===== config.mk =====
export PLATFORM = sky130hd
export DESIGN_NAME = shift_right_seq
export DESIGN_NICKNAME = d
export VERILOG_FILES = /design/src/rtl/alu_pkg.sv /design/src/rtl/shift_right.sv /design/src/rtl/shift_right_seq.sv
export SDC_FILE = /design/constraint.sdc
export NUM_CORES = 1
export LEC_CHECK = 0
export CAP_MARGIN = 20
export CORE_MARGIN = 2
export CORE_UTILIZATION = 49
export CTS_CLUSTER_DIAMETER = 150
export DETAILED_ROUTE_END_ITERATION = 8
export GPL_TIMING_DRIVEN = 0
export PLACE_DENSITY = 0.86
export SKIP_CTS_REPAIR_TIMING = 1
export SLEW_MARGIN = 5
export SYNTH_ARGS = -nofsm -noshare
export SYNTH_HDL_FRONTEND = slang
export SYNTH_SLANG_ARGS = --single-unit

===== constraint.sdc =====
create_clock -name clk -period 5.32 [get_ports clk]
set_clock_uncertainty 0.2 [all_clocks]
set_input_delay 0.532 -clock clk [delete_from_list [all_inputs] [get_ports clk]]
set_output_delay 0.532 -clock clk [all_outputs]
set_load 0.005 [all_outputs]

===== src/rtl/alu_pkg.sv =====
// Shared encodings for the ALU shift path: shift modes and sequencer states.
package alu_pkg;

   localparam int SHR_W = 32;

   typedef enum logic [1:0] {
      SHR_LOGICAL = 2'b00,
      SHR_ARITH   = 2'b01,
      SHR_ROTATE  = 2'b10
   } shr_mode_e;

   typedef enum logic [1:0] {
      IDLE  = 2'b00,
      SHIFT = 2'b01,
      DONE  = 2'b10
   } shr_state_e;

endpackage


===== src/rtl/shift_right.sv =====
// One-bit combinational right shift: the vacated MSB is filled from new_msb and
// the bit falling off the bottom is reported on shifted_lsb.
module shift_right
   import alu_pkg::*;
(
   input  logic [SHR_W-1:0] A,
   input  logic             new_msb,
   output logic [SHR_W-1:0] R,
   output logic             shifted_lsb
);

   assign R           = {new_msb, A[SHR_W-1:1]};
   assign shifted_lsb = A[0];

endmodule


===== src/rtl/shift_right_seq.sv =====
// Multi-cycle shift sequencer: drives the 1-bit shift_right cell once per clock
// to perform 0-31 bit logical, arithmetic or rotate right shifts.
module shift_right_seq
   import alu_pkg::*;
(
   input  logic             clk,
   input  logic             rst_n,
   input  logic             start,
   input  logic [SHR_W-1:0] A,
   input  logic [4:0]       amt,
   input  logic [1:0]       mode,
   output logic [SHR_W-1:0] R,
   output logic             carry,
   output logic             busy,
   output logic             done
);

   shr_state_e       r_state;
   shr_state_e       w_state_next;
   logic [SHR_W-1:0] r_result;
   logic             r_carry;
   logic [4:0]       r_cnt;
   logic [1:0]       r_mode;
   logic             r_sign;

   logic             w_new_msb;
   logic [SHR_W-1:0] w_shifted;
   logic             w_shifted_lsb;

   shift_right u_shift_right (
      .A           (r_result),
      .new_msb     (w_new_msb),
      .R           (w_shifted),
      .shifted_lsb (w_shifted_lsb)
   );

   // Reserved mode 11 falls through to the logical fill.
   always_comb begin
      w_new_msb = 1'b0;
      case (r_mode)
         SHR_ARITH:  w_new_msb = r_sign;
         SHR_ROTATE: w_new_msb = r_result[0];
         default:    w_new_msb = 1'b0;
      endcase
   end

   always_ff @(posedge clk) begin
      if (!rst_n) begin
         r_state <= IDLE;
      end else begin
         r_state <= w_state_next;
      end
   end

   always_comb begin
      w_state_next = r_state;
      busy         = 1'b0;
      done         = 1'b0;
      case (r_state)
         IDLE: begin
            if (start) begin
               w_state_next = (amt != 5'd0) ? SHIFT : DONE;
            end
         end
         SHIFT: begin
            busy = 1'b1;
            if (r_cnt == 5'd1) begin
               w_state_next = DONE;
            end
         end
         DONE: begin
            busy         = 1'b1;
            done         = 1'b1;
            w_state_next = IDLE;
         end
         default: w_state_next = IDLE;
      endcase
   end

   // SHIFT is only entered with r_cnt >= 1, so the decrement never wraps.
   always_ff @(posedge clk) begin
      if (!rst_n) begin
         r_result <= '0;
         r_carry  <= 1'b0;
         r_cnt    <= 5'd0;
         r_mode   <= 2'b00;
         r_sign   <= 1'b0;
      end else begin
         case (r_state)
            IDLE: begin
               if (start) begin
                  r_result <= A;
                  r_cnt    <= amt;
                  r_mode   <= mode;
                  r_sign   <= A[SHR_W-1];
                  r_carry  <= 1'b0;
               end
            end
            SHIFT: begin
               r_result <= w_shifted;
               r_carry  <= w_shifted_lsb;
               r_cnt    <= r_cnt - 5'd1;
            end
            default: begin
            end
         endcase
      end
   end

   assign R     = r_result;
   assign carry = r_carry;

endmodule


* Word-level counts from Yosys, hierarchy flattened
Index checks and enable logic that the tools add are counted.
** Storage, ports and cells
- Register bits after elaboration :: 43
- Bits in latches :: 0
- Bits in writable memories :: 0
- ROM bits :: 0
- Input bits :: 42
- Output and inout bits :: 35
- Memories kept :: 0
** Operators by class
- Add/sub/neg operators :: 1
- $mul :: 0
- Div/mod/pow operators :: 0
- $lt $le $gt $ge :: 0
- Equality and inequality tests :: 7
- Shift operators :: 0
- Mux-type cells :: 13
- Bitwise operators :: 0
- Reduce and logical (&&, ||, !) cells :: 7
** Operators by type and width (count)
- 32-bit one-hot mux with 2 select lines :: 1
- 32-bit two-way mux :: 1
- 5-bit one-hot mux with 2 select lines :: 1
- 2-bit two-way mux :: 3
- 2-bit AND reduction :: 3
- 5-bit by 1-bit equality test with 1-bit output (second input constant) :: 1
- 5-bit two-way mux :: 1
- 5-bit nonzero test :: 1
- 5-bit by 1-bit subtractor with 5-bit output (second input constant) :: 1
- 2-bit by 1-bit equality test with 1-bit output (second input constant) :: 2
- 2-bit equality test (second input constant) :: 2
- 2-bit inequality test (second input constant) :: 2
- 1-bit one-hot mux with 2 select lines :: 2
- 2-bit one-hot mux with 2 select lines :: 1
- 1-bit two-way mux :: 3
- 2-bit zero test :: 1
- 2-bit nonzero test :: 1
- 2-bit OR reduction :: 1

* Depth between registers and ports, before layout
- Depth after elaboration :: 4
- Gate-level depth with buffers :: 7
- Gate-level depth less buffers :: 5

* Cells and area by module
From an unflattened synthesis, not the netlist that was laid out.
** Second synthesis, totals
- Cells, all modules :: 260
- Area, all modules :: 2458.6 µm²
** Modules (own cells, without submodules)
- shift_right_seq :: times used 1, cells an instance 227, area each 2210.9 µm²
- shift_right :: times used 1, cells an instance 33, area each 247.7 µm²

* Worst setup path after synthesis
OpenSTA, ideal clock, no wires.
- Path type :: reg-to-reg
- Start :: reg r_state[0]
- End :: reg r_result[10], in the netlist R[10]
- Setup time :: 116 ps
- Arrival time :: 1467 ps
- Path slack :: 3537 ps
- Cell stages (with the launch flop) :: 8
- Path through :: dfxtp_1 > inv_1 > ha_1 > buf_6 > mux2_4 > buf_6 > buf_6 > o211a_1
** On the way
- Cells in the longest elaborated chain, start to end :: 3
- Elaborated cells on any way between the ends :: 6
** Ends and longest elaborated chain
- from (decl) :: RTL line shift_right_seq.sv:18 : shr_state_e r_state;
- from (signal assigned) :: RTL line shift_right_seq.sv:51 : r_state <= w_state_next;
- 2-bit by 1-bit equality test with 1-bit output / 2-bit zero test (equally long branches) :: RTL line shift_right_seq.sv:89 : case (r_state)
- 2-bit nonzero test (no line) / 2-bit inequality test (equally long branches)
- 2-bit AND reduction (no line)
- to (signal assigned) :: RTL line shift_right_seq.sv:100 : r_result <= w_shifted;
- to (decl) :: RTL line shift_right_seq.sv:20 : logic [SHR_W-1:0] r_result;
Parallel ways exist; a longest one is shown, timed or not.
A chain may end at the register's enable or synchronous reset.

* Worst setup path in the final report
- Start :: reg r_state[1]
- End :: out busy
** On the way
- Cells in the longest elaborated chain, start to end :: 3
- Elaborated cells on any way between the ends :: 4
** Ends and longest elaborated chain
- 2-bit by 1-bit equality test with 1-bit output / 2-bit equality test (equally long branches) :: RTL line shift_right_seq.sv:59 : case (r_state)
- 2-bit OR reduction (no line) (*)
- 1-bit two-way mux (*) :: RTL line shift_right_seq.sv:59
- to (decl) :: RTL line shift_right_seq.sv:14 : output logic busy,
Every way passes the cells marked *; elsewhere a longest branch is shown, timed or not.

==> metrics.md <==
| Metric | Value |
|---|---|
| Post-layout util | 71.1% |
| Xor/xnor share of the synthesized area | 0% |
| Max VDD drop | 0.170 mV |
| Tot Pwr | 1050 uW |
| First-pass GRT wire length | 9.05 mm |
| Synth Area in Adders | 3.95% |
| Post-Synth Simple-Gate Area | 12.7% |
| Synth Warn # | 0 |
| P_leak | 0.00145 uW |
| Mapped cell area | 2220 sq um |
| Total Wirelength | 5.43 mm |
| List of most frequent post-synthesis cells | dfxtp_1, nand2_1, mux2i_1, o211a_1, clkbuf_1 |
| Initial antenna violation count | 0 |
| Die span in y | 71.3 um |
| Drc violations | 0 |
| Via-to-Cell Ratio | 5.54 |
| CP Capture Type | primary output |
| Register area share after synthesis | 38.8% |
| Hold Crit Class | reg2reg |
| Port Buffers | 74 |
| CTS tree | yes |
| P per Cell Area | 340 nW/um^2 |
| Hold Path End | r_sign$_SDFFE_PN0P_ |
| Fin. Hold Viols | 0 |
| Layout area overhead | 39.6% |
| Skew-Pair Late Insertion Delay | 290 ps |
| Flop2flop setup slack | 3300 ps |
| CP Class | reg2out |
| Grt ovf | 0 |
| Vias | 1995 |
| Drt wl/cell | 15.1 um |
| Final worst path period share | 41.9% |
| Most frequent cell after synthesis | dfxtp_1 |
| Combinational family with the most area after synthesis | compound AO/OA/AOI/OAI gates |
| Post-synth top area cell | dfxtp_1 |
| Worst endpoint required time | 4590 ps |
| CTS Sinks | 43 |
| Arrival time at the worst endpoint | 1500 ps |
| Max cap viols | 0 |
| Mapped Nets | 277 |
| Synth cell types | 37 |
| Overall routing resource usage | 22.3% |
| Worst R2R Path Depth | 6 |
| Setup TNS | 0 ps |
| Reg2reg start | r_state[1]$_SDFFE_PN0P_ |
| DRT Pass-1 Iters | 4 |
| Mapped Cells | 228 |
| Dominant cells by area after synthesis | dfxtp_1, mux2i_1, o211a_1 |
| Worst-Margin Slew | 605 ps |
| Hold path depth | 2 |
| Status | complete, no violations |
| Ys async rst share | 0% |
| Rows | 24 |
| Die Wd | 71.3 um |
| Final count of negative-setup-slack endpoints | 0 |
| Synth Area per Inst | 9.74 sq um |
| Post-synthesis mux area share | 15.1% |
| Core box area | 4350 sq um |
| Startpoint Class | register |
| FMAX | 449 MHz |
| Rel. slew slack | 58.5% |
| Post-synth top flop | dfxtp_1 |
| Clk pin slew, worst setup/hold paths | 80 ps |
| Die area | 5080 sq um |
| Dpl hpwl | 3.98 mm |
| Hold Path Origin | r_sign$_SDFFE_PN0P_ |
| Remaining antenna violation count | 0 |
| Cts bufs inserted | 5 |
| Post-synth top area share | 38.8% |
| Io pins | 77 |
| Unrepaired setup endpoints after global routing | false |
| Clk root buf | clkbuf_8 |
| H-tree depth | 2 |
| Starting Density | 51.0% |
| Largest net degree at the start of global routing | 12 |
| Final net count | 358 |
| Diodes inserted | 0 |
| Share of layout cells above drive strength 1 | 7.47% |
| Critical R2R Capture | r_cnt[2]$_SDFFE_PN0P_ |
| Clock Path Buffers | 2 |
| Post-synthesis compound-gate area fraction | 22.6% |
| Vias in the first global route | 1959 |
| FF+latch count, synth | 43 |
| Final Max Slew Viols | 0 |
| Gpl congestion | 0.787 |
| Worst hold slack | 270 ps |
| Final min period | 2230 ps |
| Initial DRC count | 63 |
| Worst-path fanout max | 3 |
| Number of enable flip-flop cells after synthesis | 0 |
## cell usage in the layout, fill, tap and decap left out, types with 2 or more instances in the layout
cell type and count:
nor2_1 3, mux2i_1 32, clkbuf_1 9, a21oi_1 4, o211a_1 31, clkdlybuf4s50_1 74
inv_1 7, nor2b_1 6, buf_6 4, buf_2 4, a31o_2 2, ha_1 7
nand3_1 4, o2bb2ai_1 2, dfxtp_1 43, o311a_1 2, a21boi_0 4, o21ai_0 4
clkbuf_8 5, buf_4 4, nand2_1 39
## sequential cells by signal, summed over array words and instances, names as in the netlist
signal	count
r_state	2
r_mode	2
r_cnt	5
carry	1
R	32
r_sign	1
## where the power goes
part	switching, uW	internal [uW]
Clock	104	87.6
Combinational	184	245
Sequential	49.9	384
Total	338	716
## layout make-up
type,count,area [sq um]
Timing Repair Buffer,74,741
Inverter,7,26.3
Sequential cell,43,861
Buffer,20,125
Multi-Input combinational cell,158,1210
Fill cell,338,1260
Tap cell,52,65.1
Clock buffer,6,72.6
## worst max-delay path, cell delays in order, from the launching register on
cell and delay, ps:
dfxtp_1 380, inv_1 70, ha_1 270, clkdlybuf4s50_1 490
## kinds of logic after synthesis
family	Yosys count
AND/OR/NAND/NOR	61
multiplexers	33
adder cells (fa/ha/maj)	7
AO/OA/AOI/OAI	57
flip-flops	43
buffers and inverters	27
## layer usage
layer,GRT usage (%),routed length (um),up-vias
met2,35.1,2460,55
met4,6.50,63,0
met3,8.16,448,7
met5,0,0,-
li1,-,-,977
met1,28.8,2460,956
## how the worst max path moves through the flow
| stage | to | slack [ps] | start |
|---|---|---|---|
| 3_3_place_gp | r_state[1]$_SDFFE_PN0P_ | 3170 | amt[1] |
| 3_5_place_dp | r_state[1]$_SDFFE_PN0P_ | 3160 | amt[2] |
| 5_1_grt | busy | 3030 | r_state[1]$_SDFFE_PN0P_ |
| 2_1_floorplan | R[10]$_SDFFE_PN0P_ | 3540 | r_state[0]$_SDFFE_PN0P_ |
| 6_report | busy | 3090 | r_state[1]$_SDFFE_PN0P_ |
| 4_1_cts | busy | 3090 | r_state[1]$_SDFFE_PN0P_ |
## metrics by stage
| step | instance area, sq um | instances | worst slack (ps) |
|---|---|---|---|
| floorplan | 2220 | 228 | 3540 |
| global placement | 3030 | 354 | 3170 |
| detailed placement | 3030 | 354 | 3160 |
| CTS | 3100 | 360 | 3090 |
| global route | 3100 | 360 | 3030 |
| finish | 3100 | 360 | 3090 |
(Power assumes the default switching activity.)
